==> src/rtl/shift_exec_seq_pkg.sv <==
// Shared ALU constants: shift mode codes and shifter FSM states.
// Imported by opcode decode and by the sequential shifter.
package shift_exec_seq_pkg;

    localparam logic [1:0] MODE_SLL = 2'b00;
    localparam logic [1:0] MODE_SRA = 2'b01;
    localparam logic [1:0] MODE_ROR = 2'b10;

    typedef enum logic [1:0] {
        S_IDLE  = 2'd0,
        S_SHIFT = 2'd1,
        S_DONE  = 2'd2
    } state_t;

    function automatic logic mode_legal(input logic [1:0] m);
        return (m == MODE_SLL) || (m == MODE_SRA) || (m == MODE_ROR);
    endfunction

endpackage

==> src/rtl/shift_exec_seq_step.sv <==
// Combinational one-bit shift of a WIDTH-bit word selected by mode.
// Illegal modes pass the word through unchanged.
module shift_step
    import shift_exec_seq_pkg::*;
#(
    parameter int WIDTH = 16
) (
    input  logic [1:0]       mode,
    input  logic [WIDTH-1:0] din,
    output logic [WIDTH-1:0] dout
);

    // Select the single-position shift for the current mode
    always_comb begin
        dout = din;
        unique case (mode)
            MODE_SLL: dout = {din[WIDTH-2:0], 1'b0};
            MODE_SRA: dout = {din[WIDTH-1], din[WIDTH-1:1]};
            MODE_ROR: dout = {din[0], din[WIDTH-1:1]};
            default:  dout = din;
        endcase
    end

endmodule

==> src/rtl/shift_exec_seq.sv <==
// Multi-cycle shifter: one bit per cycle, start/busy/done handshake,
// result and zero flag held until the next operation completes.
module shift_exec_seq
    import shift_exec_seq_pkg::*;
#(
    parameter int WIDTH   = 16,
    parameter int SHAMT_W = 4
) (
    input  logic               clk,
    input  logic               rst_n,
    input  logic               start,
    input  logic [1:0]         mode,
    input  logic [WIDTH-1:0]   data_in,
    input  logic [SHAMT_W-1:0] shamt,
    output logic               busy,
    output logic               done,
    output logic [WIDTH-1:0]   result,
    output logic               zero,
    output logic               err
);

    state_t             state;
    logic [1:0]         mode_q;
    logic [WIDTH-1:0]   work;
    logic [WIDTH-1:0]   nxt;
    logic [SHAMT_W-1:0] cnt;

    shift_step #(
        .WIDTH(WIDTH)
    ) u_step (
        .mode (mode_q),
        .din  (work),
        .dout (nxt)
    );

    // Handshake FSM, shift counter and registered outputs
    always_ff @(posedge clk or negedge rst_n) begin
        if (!rst_n) begin
            state  <= S_IDLE;
            mode_q <= '0;
            work   <= '0;
            cnt    <= '0;
            busy   <= 1'b0;
            done   <= 1'b0;
            result <= '0;
            zero   <= 1'b1;
            err    <= 1'b0;
        end else begin
            done <= 1'b0;
            unique case (state)
                S_IDLE, S_DONE: begin
                    if (start) begin
                        mode_q <= mode;
                        work   <= data_in;
                        cnt    <= shamt;
                        err    <= 1'b0;
                        busy   <= 1'b1;
                        state  <= S_SHIFT;
                    end else begin
                        state  <= S_IDLE;
                    end
                end
                S_SHIFT: begin
                    if (cnt == '0 || !mode_legal(mode_q)) begin
                        // nothing to shift: report operand as-is
                        result <= work;
                        zero   <= (work == '0);
                        err    <= !mode_legal(mode_q);
                        busy   <= 1'b0;
                        done   <= 1'b1;
                        state  <= S_DONE;
                    end else begin
                        work <= nxt;
                        cnt  <= cnt - 1'b1;
                        if (cnt == SHAMT_W'(1)) begin
                            result <= nxt;
                            zero   <= (nxt == '0);
                            busy   <= 1'b0;
                            done   <= 1'b1;
                            state  <= S_DONE;
                        end
                    end
                end
                default: begin
                    busy  <= 1'b0;
                    state <= S_IDLE;
                end
            endcase
        end
    end

endmodule

==> config.mk <==
export PLATFORM = sky130hd
export DESIGN_NAME = shift_exec_seq
export DESIGN_NICKNAME = d
export VERILOG_FILES = /design/src/rtl/shift_exec_seq_pkg.sv /design/src/rtl/shift_exec_seq_step.sv /design/src/rtl/shift_exec_seq.sv
export SDC_FILE = /design/constraint.sdc
export NUM_CORES = 1
export LEC_CHECK = 0
export BUFFER_PORTS_ARGS = -buffer_cell sky130_fd_sc_hd__clkbuf_2
export CELL_PAD_IN_SITES_DETAIL_PLACEMENT = 0
export CELL_PAD_IN_SITES_GLOBAL_PLACEMENT = 2
export CORE_UTILIZATION = 38
export CTS_BUF_LIST = sky130_fd_sc_hd__clkbuf_4 sky130_fd_sc_hd__clkbuf_8
export DETAILED_ROUTE_END_ITERATION = 8
export HOLD_SLACK_MARGIN = 0.15
export PLACE_DENSITY_LB_ADDON = 0.1
export SLEW_MARGIN = 20
export SYNTH_ARGS = -nofsm -noshare
export SYNTH_HDL_FRONTEND = slang
export SYNTH_SLANG_ARGS = --single-unit
export TNS_END_PERCENT = 100
==> constraint.sdc <==
create_clock -name clk -period 5.8 [get_ports clk]
set_clock_uncertainty 0.05 [all_clocks]
set_input_delay 0.29 -clock clk [delete_from_list [all_inputs] [get_ports clk]]
set_output_delay 0.29 -clock clk [all_outputs]
set_load 0.01 [all_outputs]
After elaboration in Yosys (flattened, before gate mapping)

Index checks and enable logic that the tools add are counted.

Reductions and logical operators: 17
Mux-type cells: 25
Eq/ne operators: 9
Add/sub/neg operators: 1

Operators by type and width:

| cell                                              | number |
|---|---|
| 2-to-1 mux 16 bit                                 | 4 |
| one-hot mux 16 bit (3 select lines)               | 1 |
| zero test 16 bit                                  | 2 |
| one-hot mux 16 bit (2 select lines)               | 1 |
| 2-to-1 mux 1 bit                                  | 11 |
| 2-to-1 mux 4 bit                                  | 2 |
| one-hot mux 4 bit (2 select lines)                | 1 |
| != test 2 bit (second input constant)             | 3 |
| AND reduction 2 bit                               | 3 |
| AND reduction 3 bit                               | 2 |
| == test 2 x 1 -> 1 bit (second input constant)    | 2 |
| == test 2 bit (second input constant)             | 2 |
| == test 4 x 1 -> 1 bit (second input constant)    | 1 |
| zero test 2 bit                                   | 2 |
| zero test 4 bit                                   | 1 |
| 2-to-1 mux 2 bit                                  | 2 |
| one-hot mux 1 bit (2 select lines)                | 2 |
| one-hot mux 2 bit (2 select lines)                | 1 |
| nonzero test 2 bit                                | 2 |
| subtractor 4 x 1 -> 4 bit (second input constant) | 1 |
| logical OR 1 bit                                  | 3 |
| != test 3 bit (second input constant)             | 1 |
| OR reduction 2 bit                                | 1 |
| zero test 1 bit                                   | 1 |

Word-level logic and storage cells: 61
Flip-flop bits (word level): 44
Output and inout port bits: 20

Longest topological paths before layout

Depth after elaboration: 7
Gate-level depth with buffers: 9
Mapped depth without buffers: 7

Cells and area by module

A second synthesis with hierarchy kept.

Cells, all modules: 256
Area, all modules: 2688.8 um^2

Modules (own cells, without submodules):

| module         | instances | area an instance (um^2) | cells an instance |
|---|---|---|---|
| shift_exec_seq | 1         | 2174.6                  | 203 |
| shift_step     | 1         | 514.2                   | 53 |

Worst setup path after synthesis

OpenSTA, ideal clock, no wires.

Kind: register to register
From: reg cnt[0]
To: reg err
Data required time: 5.614 ns
Cell stages (with the launch flop): 9
Clock period less this slack: 1.860 ns
Library setup time: 0.136 ns
Setup slack: 3.940 ns
Arrival: 1.674 ns
Cells stage by stage: dfrtp_1 -> inv_1 -> ha_1 -> or3b_1 -> and2_1 -> buf_6 -> clkbuf_1 -> o211ai_1 -> o21ai_0

Cells in the longest elaborated chain, start to end: 4

Ends and longest elaborated chain:

| item                                 | RTL line             | text |
|---|---|---|
| start, declared                      | shift_exec_seq.sv:26 | `logic [SHAMT_W-1:0] cnt;` |
| start signal, assigned               | shift_exec_seq.sv:55 | `cnt <= shamt;` |
| start signal, assigned               | shift_exec_seq.sv:74 | `cnt <= cnt - 1'b1;` |
| zero test 4 bit                      | shift_exec_seq.sv:64 | `if (cnt == '0 \|\| !mode_legal(mode_q)) begin` |
| logical OR 1 bit                     | shift_exec_seq.sv:64 |  |
| != test 2 bit (no source line)       | -                    |  |
| AND reduction 3 bit (no source line) | -                    |  |
| end signal, assigned                 | shift_exec_seq.sv:68 | `err <= !mode_legal(mode_q);` |
| end, declared                        | shift_exec_seq.sv:19 | `output logic err` |

Every way passes these cells.
A chain may end at the register's enable or synchronous reset.

Worst setup path in the final report

From: reg mode_q[1]
To: reg zero

Cells in the longest elaborated chain, start to end: 7
Elaborated cells between the ends (all ways): 13
Those cells by class: eq/ne: 2; mux: 3; reduce/logical: 8

Ends and longest elaborated chain:

| item                                                                                        | RTL line             | text |
|---|---|---|
| start, declared                                                                             | shift_exec_seq.sv:23 | `logic [1:0] mode_q;` |
| start signal, assigned                                                                      | shift_exec_seq.sv:53 | `mode_q <= mode;` |
| parallel branches: the longest is 7 deep, another holds one-hot mux 16 bit (3 select lines) | -                    |  |
| end signal, assigned                                                                        | shift_exec_seq.sv:67 | `zero <= (work == '0);` |
| end signal, assigned                                                                        | shift_exec_seq.sv:77 | `zero <= (nxt == '0);` |
| end, declared                                                                               | shift_exec_seq.sv:18 | `output logic zero,` |

Several ways; the timed one is not identified. The select of a mux whose other input is x is not followed.

==> out/metrics.cfg <==
[sta]
fin_setup_tns_ps=0
slew_viol_final=0
min_period_over_period=0.3925
maxSlewHeadroom=0.5692
period_needed_ps=2276
fmax_mhz=439.3
rsz0062_at_grt=no
report.final.hold_viol_count=0
finalSetupViolCount=0
postLayoutSetupSlackWorst_ps=3524
tightest_slew_ps=646.2

[drt]
first_iter_violations=125
wirelength_um=6867
wire_per_inst_um=14.96
vias=2369
drtAntennaViolNets=0
dr.pass1.iters=4
route.detailed.drc=0
viasPerCell=5.161

[yosys]
synth.distinct_cells=39
netlist_area_um2=2903
synth-edff-count=0
postSynthAreaPerCell_um2=8.691
netlist_instances=334
synth_ff_type=dfrtp_1
yosys.area.top_type=dfrtp_1
async_flop_share=1.000
synth.most_common_cell=dfrtp_1
syn_nets=361
synthTopCellsByCount=43 x dfrtp_1, 41 x nand2_1, 40 x o21ai_0, 33 x mux2i_1, 26 x nor2_1
yosys_warnings=0
synth_seq_cells=44
ys_top_cells_by_area=dfrtp_1 37%, mux2i_1 11%, o21ai_0 6.9%
synth.top_cell.area_share=0.3707
ys_seq_area_frac=0.3797

[floorplan]
io_pins=45
die_w_um=89.40
dieArea_um2=7992
core_area_um2=7331
initial_core_util=0.3960
row_count=31
dieHeight_um=89.40

[power_and_ir_drop]
power.density_nw_per_um2=654.3
pwr-share-seq=0.303
power_switching_share=0.4854
leakagePower_uw=0.001544
power_switching_uw=1028
combPwrFrac=0.598
clkPwrFrac=0.098
ir_worst_vdd_uv=211.5
p_int_uw=1089

[clock_network]
htreeDepth=2
cts_tree=yes
cts_buffer_depth=2
clock_sinks=44
post-cts-setup-buffer-count=0
root_buffer=clkbuf_8
clk_pin_slew_ps=90
clock_latency_ps=310
cts_resized=0
numCtsBuffers=5

[final_layout]
syn_to_final_growth_pct=11.47
seqCellArea_um2=1104
n_antenna_cell=0
final_layout_size_suffix_gt1_frac=0.2194
fillers=780
finalNetCount=386
multi_input_area_um2=1569

[flow_run]
max_cap_viol_count=0

[worst_setup_path]
crit_path_start_kind=flip-flop
required_ps=5970
critPathArrivalTime_ps=2440
crit_path_end_kind=flip-flop
crit_type=reg2reg
crit_fanout=52

[placed_design]
pre_cts_slack_ps=3537
dpl.hpwl_um=4652
portBuffers=44
gp_congestion=0.7541

[min_path]
hold_class=in2reg

[global_routing]
grt_overflow=0
grt_start_max_net_pins=53
grt_first_pass_wirelength_um=10990
antenna_found_initial=0
grt_util_all_layers=0.1826
first_global_vias=2074

[run_status]
status=completed

cell type report:
cell class,count,area share
Sequential cell,44,0.3411
Inverter,9,0.01044
Tap cell,99,0.03828
Multi-Input combinational cell,244,0.4849
Clock inverter,2,0.003094
Clock buffer,6,0.02552
Timing Repair Buffer,55,0.09667
registers in the layout, summed over array words and instances (netlist names):
name,flops
err,1
state,2
work,16
cnt,4
mode_q,2
zero,1
done,1
result,16
busy,1
power groups by stage:
stage          Combinational (uW)  Clock (uW)  Sequential [uW]
5_1_grt                      1440         223              672
6_report                     1270         208              642
4_1_cts                      1280         214              641
3_3_place_gp                 1260           0              644
2_1_floorplan                1080           0              557
3_5_place_dp                 1270           0              648
cells in the final DEF (no fill, tap or decap), drive strengths merged, types with 5 or more instances in the layout:
cell type,netlist,routed
a211oi,14,14
a21o,13,13
a21oi,15,15
buf,21,7
clkbuf,16,50
dfrtp,43,43
inv,9,9
mux2,13,13
mux2i,33,33
nand2,42,42
nor2,26,26
o21ai,40,40
o31ai,5,5
critical path, cell delays in order, from the launching register on:
cell	delay, ps
dfrtp_2	360
buf_4	520
nand2_2	170
o31ai_2	120
nand2_1	90
buf_4	240
or3_1	390
o31ai_1	230
path summary, 6_finish.rpt:
check                           start  cells past startpoint  slack, ps          to
max                         mode_q[1]                      7       3520        zero
min                          shamt[1]                      3        200      cnt[1]
min reg2reg                result[12]                      2        430  result[12]
max reg2reg                 mode_q[1]                      7       3520        zero
min in group asynchronous       rst_n                      3        540   result[0]
max in group asynchronous       rst_n                      3       4760   mode_q[1]
stage by stage:
step	hold WS, ps	cell area (um2)	util	std cells	power, uW
2_1_floorplan	-55.59	2903	-	334	1634
3_3_place_gp	368.5	3103	0.4233	447	1906
3_5_place_dp	364.8	3103	0.4233	447	1917
4_1_cts	199.5	3236	0.4414	459	2131
5_1_grt	222.5	3236	0.4414	459	2330
6_report	200.3	3236	0.4414	459	2117
kinds of logic after synthesis:
group,Yosys count,share of synthesized area
DFF,44,0.3797
AOI/OAI and AO/OA,94,0.2000
and+or+nand+nor,102,0.1668
adders and majority gates,2,0.008619
buffers and inverters,46,0.08060
muxes,46,0.1642
layer usage:
layer,GRT usage,vias up,part of all wire
met4,0.04329,0,0.0083
met2,0.2505,54,0.39
met5,0,-,0
met1,0.2928,1087,0.57
met3,0.02770,6,0.037
li1,-,1222,-
what timing repair did:
action	CTS	global route
hold buffers	4	0
endpoints found under the hold margin	46	0
setup endpoints to repair	0	0
Power figures use the tool's default switching activity.
